**src/rtl/rs_pkg.sv**
```systemverilog
// Shared types and default widths for the reservation-station issue scheduler.
package rs_pkg;

    localparam int TAG_WIDTH    = 8;
    localparam int ALU_OP_WIDTH = 7;
    localparam int BIT_WIDTH    = 32;

    typedef enum logic [0:0] {
        ST_IDLE = 1'b0,
        ST_HOLD = 1'b1
    } issue_state_e;

endpackage

```
**src/rtl/rs_grant_arbiter.sv**
```systemverilog
// Picks one requesting slot: round-robin from ptr_i by default, or oldest-first
// from an age matrix when RS_OLDEST_FIRST_EN is defined.
module rs_grant_arbiter #(
    parameter int NUM_SLOTS = 4,
    parameter int IDX_W     = $clog2(NUM_SLOTS)
) (
    input  logic [NUM_SLOTS-1:0]           req_i,
`ifdef RS_OLDEST_FIRST_EN
    input  logic [NUM_SLOTS*NUM_SLOTS-1:0] age_i,
`else
    input  logic [IDX_W-1:0]               ptr_i,
`endif
    output logic [NUM_SLOTS-1:0]           grant_o,
    output logic [IDX_W-1:0]               grant_idx_o,
    output logic                           grant_any_o
);

`ifdef RS_OLDEST_FIRST_EN
    // age_i[j*NUM_SLOTS+i] set means slot j was allocated before slot i.
    logic [NUM_SLOTS-1:0] cand;
    logic [NUM_SLOTS-1:0] older;

    // NOTE: every variable gets a default at the top of always_comb so no path infers a latch.
    always_comb begin
        cand        = '0;
        older       = '0;
        grant_idx_o = '0;
        grant_any_o = 1'b0;
        for (int i = 0; i < NUM_SLOTS; i++) begin
            for (int j = 0; j < NUM_SLOTS; j++) begin
                older[j] = age_i[j*NUM_SLOTS + i];
            end
            cand[i] = req_i[i] & ~|(req_i & older);
        end
        for (int i = 0; i < NUM_SLOTS; i++) begin
            if (!grant_any_o && cand[i]) begin
                grant_any_o = 1'b1;
                grant_idx_o = IDX_W'(i);
            end
        end
        grant_o = grant_any_o ? (NUM_SLOTS'(1) << grant_idx_o) : '0;
    end
`else
    logic [IDX_W-1:0] idx;

    // NOTE: every variable gets a default at the top of always_comb so no path infers a latch.
    always_comb begin
        idx         = '0;
        grant_idx_o = '0;
        grant_any_o = 1'b0;
        for (int k = 0; k < NUM_SLOTS; k++) begin
            idx = ptr_i + IDX_W'(k);
            if (!grant_any_o && req_i[idx]) begin
                grant_any_o = 1'b1;
                grant_idx_o = idx;
            end
        end
        grant_o = grant_any_o ? (NUM_SLOTS'(1) << grant_idx_o) : '0;
    end
`endif

endmodule

```
**src/rtl/rs_issue_scheduler.sv**
```systemverilog
// Reservation-station allocation and single-issue scheduler.
// Define RS_OLDEST_FIRST_EN for oldest-first issue instead of round-robin.
module rs_issue_scheduler
    import rs_pkg::*;
#(
    parameter int NUM_SLOTS    = 4,
    parameter int TAG_WIDTH    = rs_pkg::TAG_WIDTH,
    parameter int ALU_OP_WIDTH = rs_pkg::ALU_OP_WIDTH,
    parameter int BIT_WIDTH    = rs_pkg::BIT_WIDTH
) (
    input  logic                              clk,
    input  logic                              reset,
    input  logic                              dispValid,
    output logic                              dispReady,
    output logic [NUM_SLOTS-1:0]              slotWr,
    input  logic [NUM_SLOTS-1:0]              slotBusy,
    input  logic [NUM_SLOTS-1:0]              slotReady,
    input  logic [NUM_SLOTS*TAG_WIDTH-1:0]    slotTag,
    input  logic [NUM_SLOTS*ALU_OP_WIDTH-1:0] slotOp,
    input  logic [NUM_SLOTS*BIT_WIDTH-1:0]    slotVj,
    input  logic [NUM_SLOTS*BIT_WIDTH-1:0]    slotVk,
    output logic [NUM_SLOTS-1:0]              slotInstrRecieved,
    output logic                              fuValid,
    input  logic                              fuReady,
    output logic [TAG_WIDTH-1:0]              fuTag,
    output logic [ALU_OP_WIDTH-1:0]           fuOp,
    output logic [BIT_WIDTH-1:0]              fuVj,
    output logic [BIT_WIDTH-1:0]              fuVk
);

    localparam int IDX_W = $clog2(NUM_SLOTS);

    issue_state_e             state_q, state_d;
    logic [NUM_SLOTS-1:0]     issued_q, issued_d;
    logic [IDX_W-1:0]         held_idx_q, held_idx_d;
    logic [TAG_WIDTH-1:0]     tag_q, tag_d;
    logic [ALU_OP_WIDTH-1:0]  op_q, op_d;
    logic [BIT_WIDTH-1:0]     vj_q, vj_d;
    logic [BIT_WIDTH-1:0]     vk_q, vk_d;

    logic [NUM_SLOTS-1:0]     free, alloc_oh, held_mask, eligible, grant_oh;
    logic [IDX_W-1:0]         grant_idx;
    logic                     grant_any, handshake, load;
    logic [TAG_WIDTH-1:0]     sel_tag;
    logic [ALU_OP_WIDTH-1:0]  sel_op;
    logic [BIT_WIDTH-1:0]     sel_vj, sel_vk;

    // A slot released this cycle only becomes free after issued_q captures it.
    assign free      = ~slotBusy | issued_q;
    assign alloc_oh  = free & (~free + NUM_SLOTS'(1));
    assign dispReady = |free;
    assign slotWr    = (dispValid && dispReady && !reset) ? alloc_oh : '0;

    assign held_mask = (state_q == ST_HOLD) ? (NUM_SLOTS'(1) << held_idx_q) : '0;
    assign eligible  = slotBusy & slotReady & ~issued_q & ~held_mask;
    assign handshake = (state_q == ST_HOLD) && fuReady && !reset;
    assign load      = (state_q == ST_IDLE) || handshake;

    assign slotInstrRecieved = handshake ? held_mask : '0;

    assign fuValid = (state_q == ST_HOLD);
    assign fuTag   = tag_q;
    assign fuOp    = op_q;
    assign fuVj    = vj_q;
    assign fuVk    = vk_q;

    always_comb begin
        sel_tag = '0;
        sel_op  = '0;
        sel_vj  = '0;
        sel_vk  = '0;
        for (int i = 0; i < NUM_SLOTS; i++) begin
            sel_tag |= slotTag[i*TAG_WIDTH +: TAG_WIDTH]       & {TAG_WIDTH{grant_oh[i]}};
            sel_op  |= slotOp[i*ALU_OP_WIDTH +: ALU_OP_WIDTH]  & {ALU_OP_WIDTH{grant_oh[i]}};
            sel_vj  |= slotVj[i*BIT_WIDTH +: BIT_WIDTH]        & {BIT_WIDTH{grant_oh[i]}};
            sel_vk  |= slotVk[i*BIT_WIDTH +: BIT_WIDTH]        & {BIT_WIDTH{grant_oh[i]}};
        end
    end

    always_comb begin
        state_d    = state_q;
        held_idx_d = held_idx_q;
        tag_d      = tag_q;
        op_d       = op_q;
        vj_d       = vj_q;
        vk_d       = vk_q;
        issued_d   = (issued_q & ~slotWr) | (handshake ? held_mask : '0);
        if (load) begin
            if (grant_any) begin
                state_d    = ST_HOLD;
                held_idx_d = grant_idx;
                tag_d      = sel_tag;
                op_d       = sel_op;
                vj_d       = sel_vj;
                vk_d       = sel_vk;
            end else begin
                state_d = ST_IDLE;
            end
        end
    end

    // NOTE: sequential state uses non-blocking assignments so every register samples pre-edge values.
    always_ff @(posedge clk or posedge reset) begin
        if (reset) begin
            state_q    <= ST_IDLE;
            issued_q   <= '0;
            held_idx_q <= '0;
            tag_q      <= '0;
            op_q       <= '0;
            vj_q       <= '0;
            vk_q       <= '0;
        end else begin
            state_q    <= state_d;
            issued_q   <= issued_d;
            held_idx_q <= held_idx_d;
            tag_q      <= tag_d;
            op_q       <= op_d;
            vj_q       <= vj_d;
            vk_q       <= vk_d;
        end
    end

`ifdef RS_OLDEST_FIRST_EN
    // age_q[i*NUM_SLOTS+j] set means slot i was allocated before slot j.
    logic [NUM_SLOTS*NUM_SLOTS-1:0] age_q, age_d;

    always_comb begin
        age_d = age_q;
        for (int i = 0; i < NUM_SLOTS; i++) begin
            for (int j = 0; j < NUM_SLOTS; j++) begin
                if (slotWr[i]) begin
                    age_d[i*NUM_SLOTS + j] = 1'b0;
                end else if (slotWr[j] && (i != j)) begin
                    age_d[i*NUM_SLOTS + j] = 1'b1;
                end
            end
        end
    end

    // NOTE: the age matrix is small and decides grant order, so it is reset rather than left unknown.
    always_ff @(posedge clk or posedge reset) begin
        if (reset) begin
            age_q <= '0;
        end else begin
            age_q <= age_d;
        end
    end

    rs_grant_arbiter #(
        .NUM_SLOTS   (NUM_SLOTS),
        .IDX_W       (IDX_W)
    ) u_grant_arbiter (
        .req_i       (eligible),
        .age_i       (age_q),
        .grant_o     (grant_oh),
        .grant_idx_o (grant_idx),
        .grant_any_o (grant_any)
    );
`else
    logic [IDX_W-1:0] rr_ptr_q, rr_ptr_d;

    assign rr_ptr_d = (load && grant_any) ? grant_idx + IDX_W'(1) : rr_ptr_q;

    always_ff @(posedge clk or posedge reset) begin
        if (reset) begin
            rr_ptr_q <= '0;
        end else begin
            rr_ptr_q <= rr_ptr_d;
        end
    end

    rs_grant_arbiter #(
        .NUM_SLOTS   (NUM_SLOTS),
        .IDX_W       (IDX_W)
    ) u_grant_arbiter (
        .req_i       (eligible),
        .ptr_i       (rr_ptr_q),
        .grant_o     (grant_oh),
        .grant_idx_o (grant_idx),
        .grant_any_o (grant_any)
    );
`endif

endmodule
```
**config.mk**
```make
export PLATFORM = sky130hd
export DESIGN_NAME = rs_issue_scheduler
export DESIGN_NICKNAME = d
export VERILOG_FILES = /design/src/rtl/rs_pkg.sv /design/src/rtl/rs_grant_arbiter.sv /design/src/rtl/rs_issue_scheduler.sv
export SDC_FILE = /design/constraint.sdc
export NUM_CORES = 1
export LEC_CHECK = 0
export CAP_MARGIN = 10
export CELL_PAD_IN_SITES_DETAIL_PLACEMENT = 1
export CELL_PAD_IN_SITES_GLOBAL_PLACEMENT = 1
export CORE_UTILIZATION = 22
export CTS_CLUSTER_SIZE = 30
export DETAILED_ROUTE_END_ITERATION = 16
export GPL_ROUTABILITY_DRIVEN = 0
export PLACE_DENSITY_LB_ADDON = 0.1
export SETUP_SLACK_MARGIN = 0.2
export SLEW_MARGIN = 20
export SYNTH_ARGS = -nofsm -noshare
export SYNTH_HDL_FRONTEND = slang
export SYNTH_SLANG_ARGS = --single-unit
```
**constraint.sdc**
```tcl
create_clock -name clk -period 6.4 [get_ports clk]
set_input_delay 1.92 -clock clk [delete_from_list [all_inputs] [get_ports clk]]
set_output_delay 1.92 -clock clk [all_outputs]
set_load 0.1 [all_outputs]
```
-- After elaboration in Yosys (flattened, before gate mapping)
Index checks and enable logic that the tools add are counted.
- bits in registers: 88
- logic and storage cells: 96
- output and inout bits: 89
- mux-type cells: 21
- add/subtract/negate cells: 5
- $lt $le $gt $ge: 4
- bitwise logic cells: 41
- reductions and logical operators: 15
- shift-type cells: 2
- operator list (cell ; number):
    $and A32 B32 Y32 ; 8
    $or A32 B32 Y32 ; 6
    $and A8 B8 Y8 ; 4
    $and A7 B7 Y7 ; 4
    $or A8 B8 Y8 ; 3
    $or A7 B7 Y7 ; 3
    $and A4 B4 Y4 ; 5
    $not A4 Y4 ; 5
    $mux W4 ; 4
    $lt A2 B3 Y1 const B ; 4
    $mux W1 ; 9
    $bmux W1 S2 ; 4
    $logic_and A1 B1 Y1 ; 8
    $mux W2 ; 4
    $or A4 B4 Y4 ; 2
    $shl A1 B2 Y4 const A ; 2
    $add A2 B1 Y2 const B ; 2
    $add A2 B2 Y2 const B ; 2
    $add A4 B1 Y4 const B ; 1
    $logic_not A1 Y1 ; 4
    $reduce_or A4 Y1 ; 1
    $reduce_and A2 Y1 ; 1
    $logic_or A1 B1 Y1 ; 1
    $not A1 Y1 ; 1

-- Logic depth before layout (Yosys ltp)
- word-level depth: 22
- mapped depth: 12

-- Modules after synthesis
A second synthesis with hierarchy kept.
- cells, all modules: 525
- area, all modules: 5694.2 µm²
- modules (own cells, without submodules) (module ; cells each ; area an instance (µm²) ; instances ; seq. area each (µm²)):
    rs_issue_scheduler ; 492 ; 5482.8 ; 1 ; 2202.1
    rs_grant_arbiter ; 33 ; 211.5 ; 1 ; 0.0

-- Worst setup path before layout
No wires, ideal clock.
- path type: input port to output port
- start: in reset
- end: out slotWr[3]
- stages on the path: 4
- data arrival time: 5959 ps
- path buffers: 0
- data required time: 4480 ps
- slack: -1479 ps
- cells stage by stage: inv_1 > nand4_1 > or3b_2 > nor2_1
- longest elaborated chain between the ends: 3
- RTL lines (element ; RTL line ; RTL):
    start: declaration ; rs_issue_scheduler.sv:12 ; input logic reset,
    $logic_not A1 Y1 (no source line) ; - ;
    $logic_and A1 B1 Y1 ; rs_issue_scheduler.sv:52 ; assign slotWr = (dispValid && dispReady && !reset) ? alloc_oh : '0;
    $mux W4 ; rs_issue_scheduler.sv:52 ;
    end: declaration ; rs_issue_scheduler.sv:15 ; output logic [NUM_SLOTS-1:0] slotWr,
No other way between the ends.

-- Worst setup path in the final report
- start: in slotBusy[0]
- end: out slotWr[3]
- longest elaborated chain between the ends: 6
- elaborated cells between the ends (all ways): 9
- RTL lines (element ; RTL line ; RTL):
    start: declaration ; rs_issue_scheduler.sv:16 ; input logic [NUM_SLOTS-1:0] slotBusy,
    $not A4 Y4 (*) ; rs_issue_scheduler.sv:49 ; assign free = ~slotBusy | issued_q;
    $or A4 B4 Y4 (*) ; rs_issue_scheduler.sv:49 ;
    $not A4 Y4 / $reduce_or A4 Y1 (equally long branches) ; rs_issue_scheduler.sv:50, rs_issue_scheduler.sv:51 ;
    $add A4 B1 Y4 / $logic_and A1 B1 Y1 (equally long branches) ; rs_issue_scheduler.sv:50, rs_issue_scheduler.sv:52 ;
    $and A4 B4 Y4 / $logic_and A1 B1 Y1 (equally long branches) ; rs_issue_scheduler.sv:50, rs_issue_scheduler.sv:52 ;
    $mux W4 (*) ; rs_issue_scheduler.sv:52 ;
Every way passes the cells marked *; elsewhere a longest branch is shown, timed or not.

==> summary by stage <==
Clock network
Counting along the longest clock path gives a buffer depth of 2. The clock transition at the register clock pins on the worst setup and hold paths after CTS is 60 ps. TritonCTS built the clock tree. The number of setup buffers added after CTS is 0. The tree built by TritonCTS fans out to 88 sinks.

The hold-fix buffer count after cts is 0. The root buffer cell is sky130_fd_sc_hd__clkbuf_16. In this run the number of H-tree levels came out at 3. The insertion delay to the later sink of the worst-skew pair is 340 ps. TritonCTS created 9 clock buffers. The post-CTS resize count is 0.

Synthesis
By area the synthesized netlist is led by sky130_fd_sc_hd__dfrtp_1, sky130_fd_sc_hd__a22oi_1, sky130_fd_sc_hd__mux2_4. The dominant combinational cell family by area after synthesis is compound AO/OA/AOI/OAI gates. The part of the Yosys area used for sequential elements is 0.396. The number of flops mapped to enable cells by yosys is 0. The synthesized area per cell is 10.6 µm². The proportion of synthesized area in mux cells is 0.207. Of the total synthesized cell area, the portion taken by full adders, half adders and majority gates is 0.00900. The area of the mapped netlist is 5560 µm². The number of nets handed over by synthesis was 856. The area fraction in compound gates after synthesis is 0.241. Of the total synthesized cell area, the portion taken by XOR and XNOR cells is 0. Synthesis instantiated 38 different standard cells from the library. The cell count after synthesis came out at 524. Of the total synthesized cell area, the portion taken by AND, OR, NAND and NOR gates is 0.102. Counting flops with an async set or reset pin after synthesis yields a share of 1.00. The dominant register cell in the synthesized netlist is sky130_fd_sc_hd__dfrtp_1. Synthesis inferred slightly below 90 register bits. sky130_fd_sc_hd__dfrtp_1 takes more of the synthesized area than any other cell.

Of the post-synthesis cell area, the dominant cell type holds 0.396. The number of warning messages in the yosys log is 0.

Final layout
The filler cells instantiated in the layout total 2726. The layout cell share with drive strength beyond 1 is 0.122. In the final design database the tool counted approximately 1200 nets. The number of antenna diodes in the final layout is 0. Relative to the synthesized area, the layout overhead comes to 84.9%. Once layout is complete, the utilization of the core stands at 0.419.

Global routing
The number of antenna violations at the first check in global routing came to 1. The combined global-route utilization of all metal layers is 0.195. The number of global-route vias before repair is 6731. The first global-routing pass estimated 38900 µm of wire.

The largest net degree at the start of global routing is 80. The total congestion overflow is 0.

Pwr
The power density relative to cell area is 565 nW/µm². Across the VDD grid, the largest voltage drop is between 0.2 and 0.25 mV. For this design the static power due to leakage is 4.22 nW.

Timing
Once routing completed, OpenROAD measured the worst setup slack at 694 ps. The final hold violation count was 0. Measured against its own limit, the worst slew margin works out to 0.269.

The final-layout setup total negative slack is 0 ps. The count of endpoints failing setup in the final report is 0. The final worst-path cycle share is 0.892. The count of final max-slew check failures came to 0.

The top achievable clock speed is 175 MHz. Setup repair after global routing left no endpoint under its margin. For the pin with the worst max-slew slack, the measured transition is about 1100 ps.

The smallest clock period supported by the final layout is computed as 5710 ps. The worst clock skew on the final layout is about 8 ps.

Die
The die covers 25900 µm². The initial utilization of the core area, before any placement, comes to 0.227. The die is 161 µm tall. For this design the top-level I/O count stands at 417. The cell row count is 57. In this run the standard cell core region covers 24500 µm². The die is 161 µm wide.

Drt
Using the TritonRoute via totals, the vias-per-cell ratio works out to 4.77. The number of DRC markers after the initial detailed-route iteration is between 200 and 250. The sum of routed wire length over all layers is 25600 µm.

Dividing the detail-routed wire length by the instance count gives ~21 µm. Once detail routing completed, the nets flagged for antenna violations numbered 0. For this run, design rule violations remaining after detail routing come to 0. The first detailed-routing pass took 4 iterations. The final route contains 5895 vias.

Setup path
The largest fanout on the critical path is 4. The worst path required time is 4480 ps. The worst setup path is launched from an input port. For the worst setup path, the data arrival time is around 3800 ps.

The path type of the worst setup path is input port to primary output. STA classifies the critical path endpoint as a primary output.

Placement
The HPWL after detailed placement is 19100 µm. The count of input and output buffers is 416. Timing analysis after detailed placement gives a worst setup slack of 697 ps.

Run
Across the run, the number of max-cap violations was 0.

Hold path
The worst hold path class is register to register.

Outcome
The flow ran to the end, and the final reports show no timing, DRC or antenna violations.
worst max-delay path, cell delays in order:
cell,delay [ps]
sky130_fd_sc_hd__clkdlybuf4s50_1,490
sky130_fd_sc_hd__nor2b_1,310
sky130_fd_sc_hd__nand4_1,210
sky130_fd_sc_hd__or3b_2,510
sky130_fd_sc_hd__nor2_2,150
sky130_fd_sc_hd__buf_12,190
power by group:
group,internal [W],switching (W)
clock,0.000319,0.000223
combinational,0.00137,0.00288
sequential,0.000840,0.000178
per-stage QoR:
| step | area (µm²) | total power, W | hold WS (ps) | std cells |
|---|---|---|---|---|
| floorplan | 5570 | 0.00415 | 464 | 524 |
| detailed placement | 9990 | 0.00530 | 479 | 1221 |
| global placement | 9990 | 0.00526 | 472 | 1221 |
| CTS | 10300 | 0.00588 | 492 | 1235 |
| global route | 10300 | 0.00608 | 509 | 1235 |
| finish | 10300 | 0.00581 | 488 | 1235 |
final cells by class:
| type | count | area [µm²] | share of cell area |
|---|---|---|---|
| multi-input cells | 387 | 3170 | 0.309 |
| clock buffers | 11 | 253 | 0.0246 |
| well taps | 324 | 405 | 0.0394 |
| flip-flops and latches | 88 | 2200 | 0.214 |
| repair buffers | 419 | 4190 | 0.407 |
| clock inverters | 3 | 42.5 | 0.00414 |
| inverters | 3 | 15.0 | 0.00146 |
cell usage after synthesis, types with 3 or more instances:
master	number
sky130_fd_sc_hd__a21o_1	5
sky130_fd_sc_hd__a22oi_1	158
sky130_fd_sc_hd__buf_6	8
sky130_fd_sc_hd__clkbuf_1	34
sky130_fd_sc_hd__dfrtp_1	88
sky130_fd_sc_hd__ha_1	4
sky130_fd_sc_hd__inv_1	3
sky130_fd_sc_hd__mux2_1	13
sky130_fd_sc_hd__mux2_4	67
sky130_fd_sc_hd__nand2_1	85
sky130_fd_sc_hd__nand3_1	3
sky130_fd_sc_hd__nand3b_1	4
sky130_fd_sc_hd__nor2_1	10
sky130_fd_sc_hd__nor2b_1	4
sky130_fd_sc_hd__nor3_1	3
sky130_fd_sc_hd__or2_2	3
sky130_fd_sc_hd__or3b_2	3
sequential cells by signal (all words and copies together), names as in the netlist:
signal      flops
fuTag           8
rr_ptr_q        2
fuVk           32
held_idx_q      2
issued_q        4
fuValid         1
fuOp            7
fuVj           32
layout by cell type (no fill, tap or decap), types with 2 or more instances in the layout:
cell	Yosys	layout
sky130_fd_sc_hd__or3b_2	3	3
sky130_fd_sc_hd__o211ai_1	2	2
sky130_fd_sc_hd__and3_1	2	2
sky130_fd_sc_hd__clkdlybuf4s50_1	0	407
sky130_fd_sc_hd__o32ai_1	2	2
sky130_fd_sc_hd__nand2_1	85	85
sky130_fd_sc_hd__mux2_4	67	67
sky130_fd_sc_hd__nor2_1	10	7
sky130_fd_sc_hd__nand4_1	2	2
sky130_fd_sc_hd__nor3_1	3	3
sky130_fd_sc_hd__o32a_1	2	2
sky130_fd_sc_hd__nand3b_1	4	4
sky130_fd_sc_hd__a22oi_1	158	158
sky130_fd_sc_hd__buf_12	0	2
sky130_fd_sc_hd__buf_4	1	10
sky130_fd_sc_hd__mux2_1	13	13
sky130_fd_sc_hd__o22ai_1	2	2
sky130_fd_sc_hd__nor2b_1	4	4
sky130_fd_sc_hd__nand3_1	3	3
sky130_fd_sc_hd__a21o_1	5	5
sky130_fd_sc_hd__clkbuf_8	0	2
sky130_fd_sc_hd__ha_4	0	4
sky130_fd_sc_hd__nor2_2	0	3
sky130_fd_sc_hd__or2_2	3	3
sky130_fd_sc_hd__dfrtp_1	88	88
sky130_fd_sc_hd__inv_1	3	2
sky130_fd_sc_hd__clkbuf_16	0	9
sky130_fd_sc_hd__clkinvlp_4	0	2
kinds of logic after synthesis:
family,after synthesis
compound gates,178
fa+ha+maj,4
buf+inv,49
flops,88
mux,80
simple gates,125
worst paths after layout:
check	from	end	slack [ps]	cells past startpoint
setup / recovery	slotBusy[0]	slotWr[3]	690	6
hold / removal	fuTag[4]	fuTag[4]	490	1
setup reg to reg	held_idx_q[0]	fuVj[9]	3200	8
hold reg to reg	fuTag[4]	fuTag[4]	490	1
max in group asynchronous	reset	fuVk[31]	3190	4
min in group asynchronous	reset	issued_q[1]	2130	3
layer usage:
metal / wire [µm] / global-route usage / vias up
met5: 0 / 0 / -
met4: 532 / 0.0630 / 0
li1: - / - / 2763
met3: 1700 / 0.0426 / 26
met1: 9690 / 0.214 / 2833
met2: 13600 / 0.368 / 273
No activity file was read; power rests on OpenSTA's default activity.
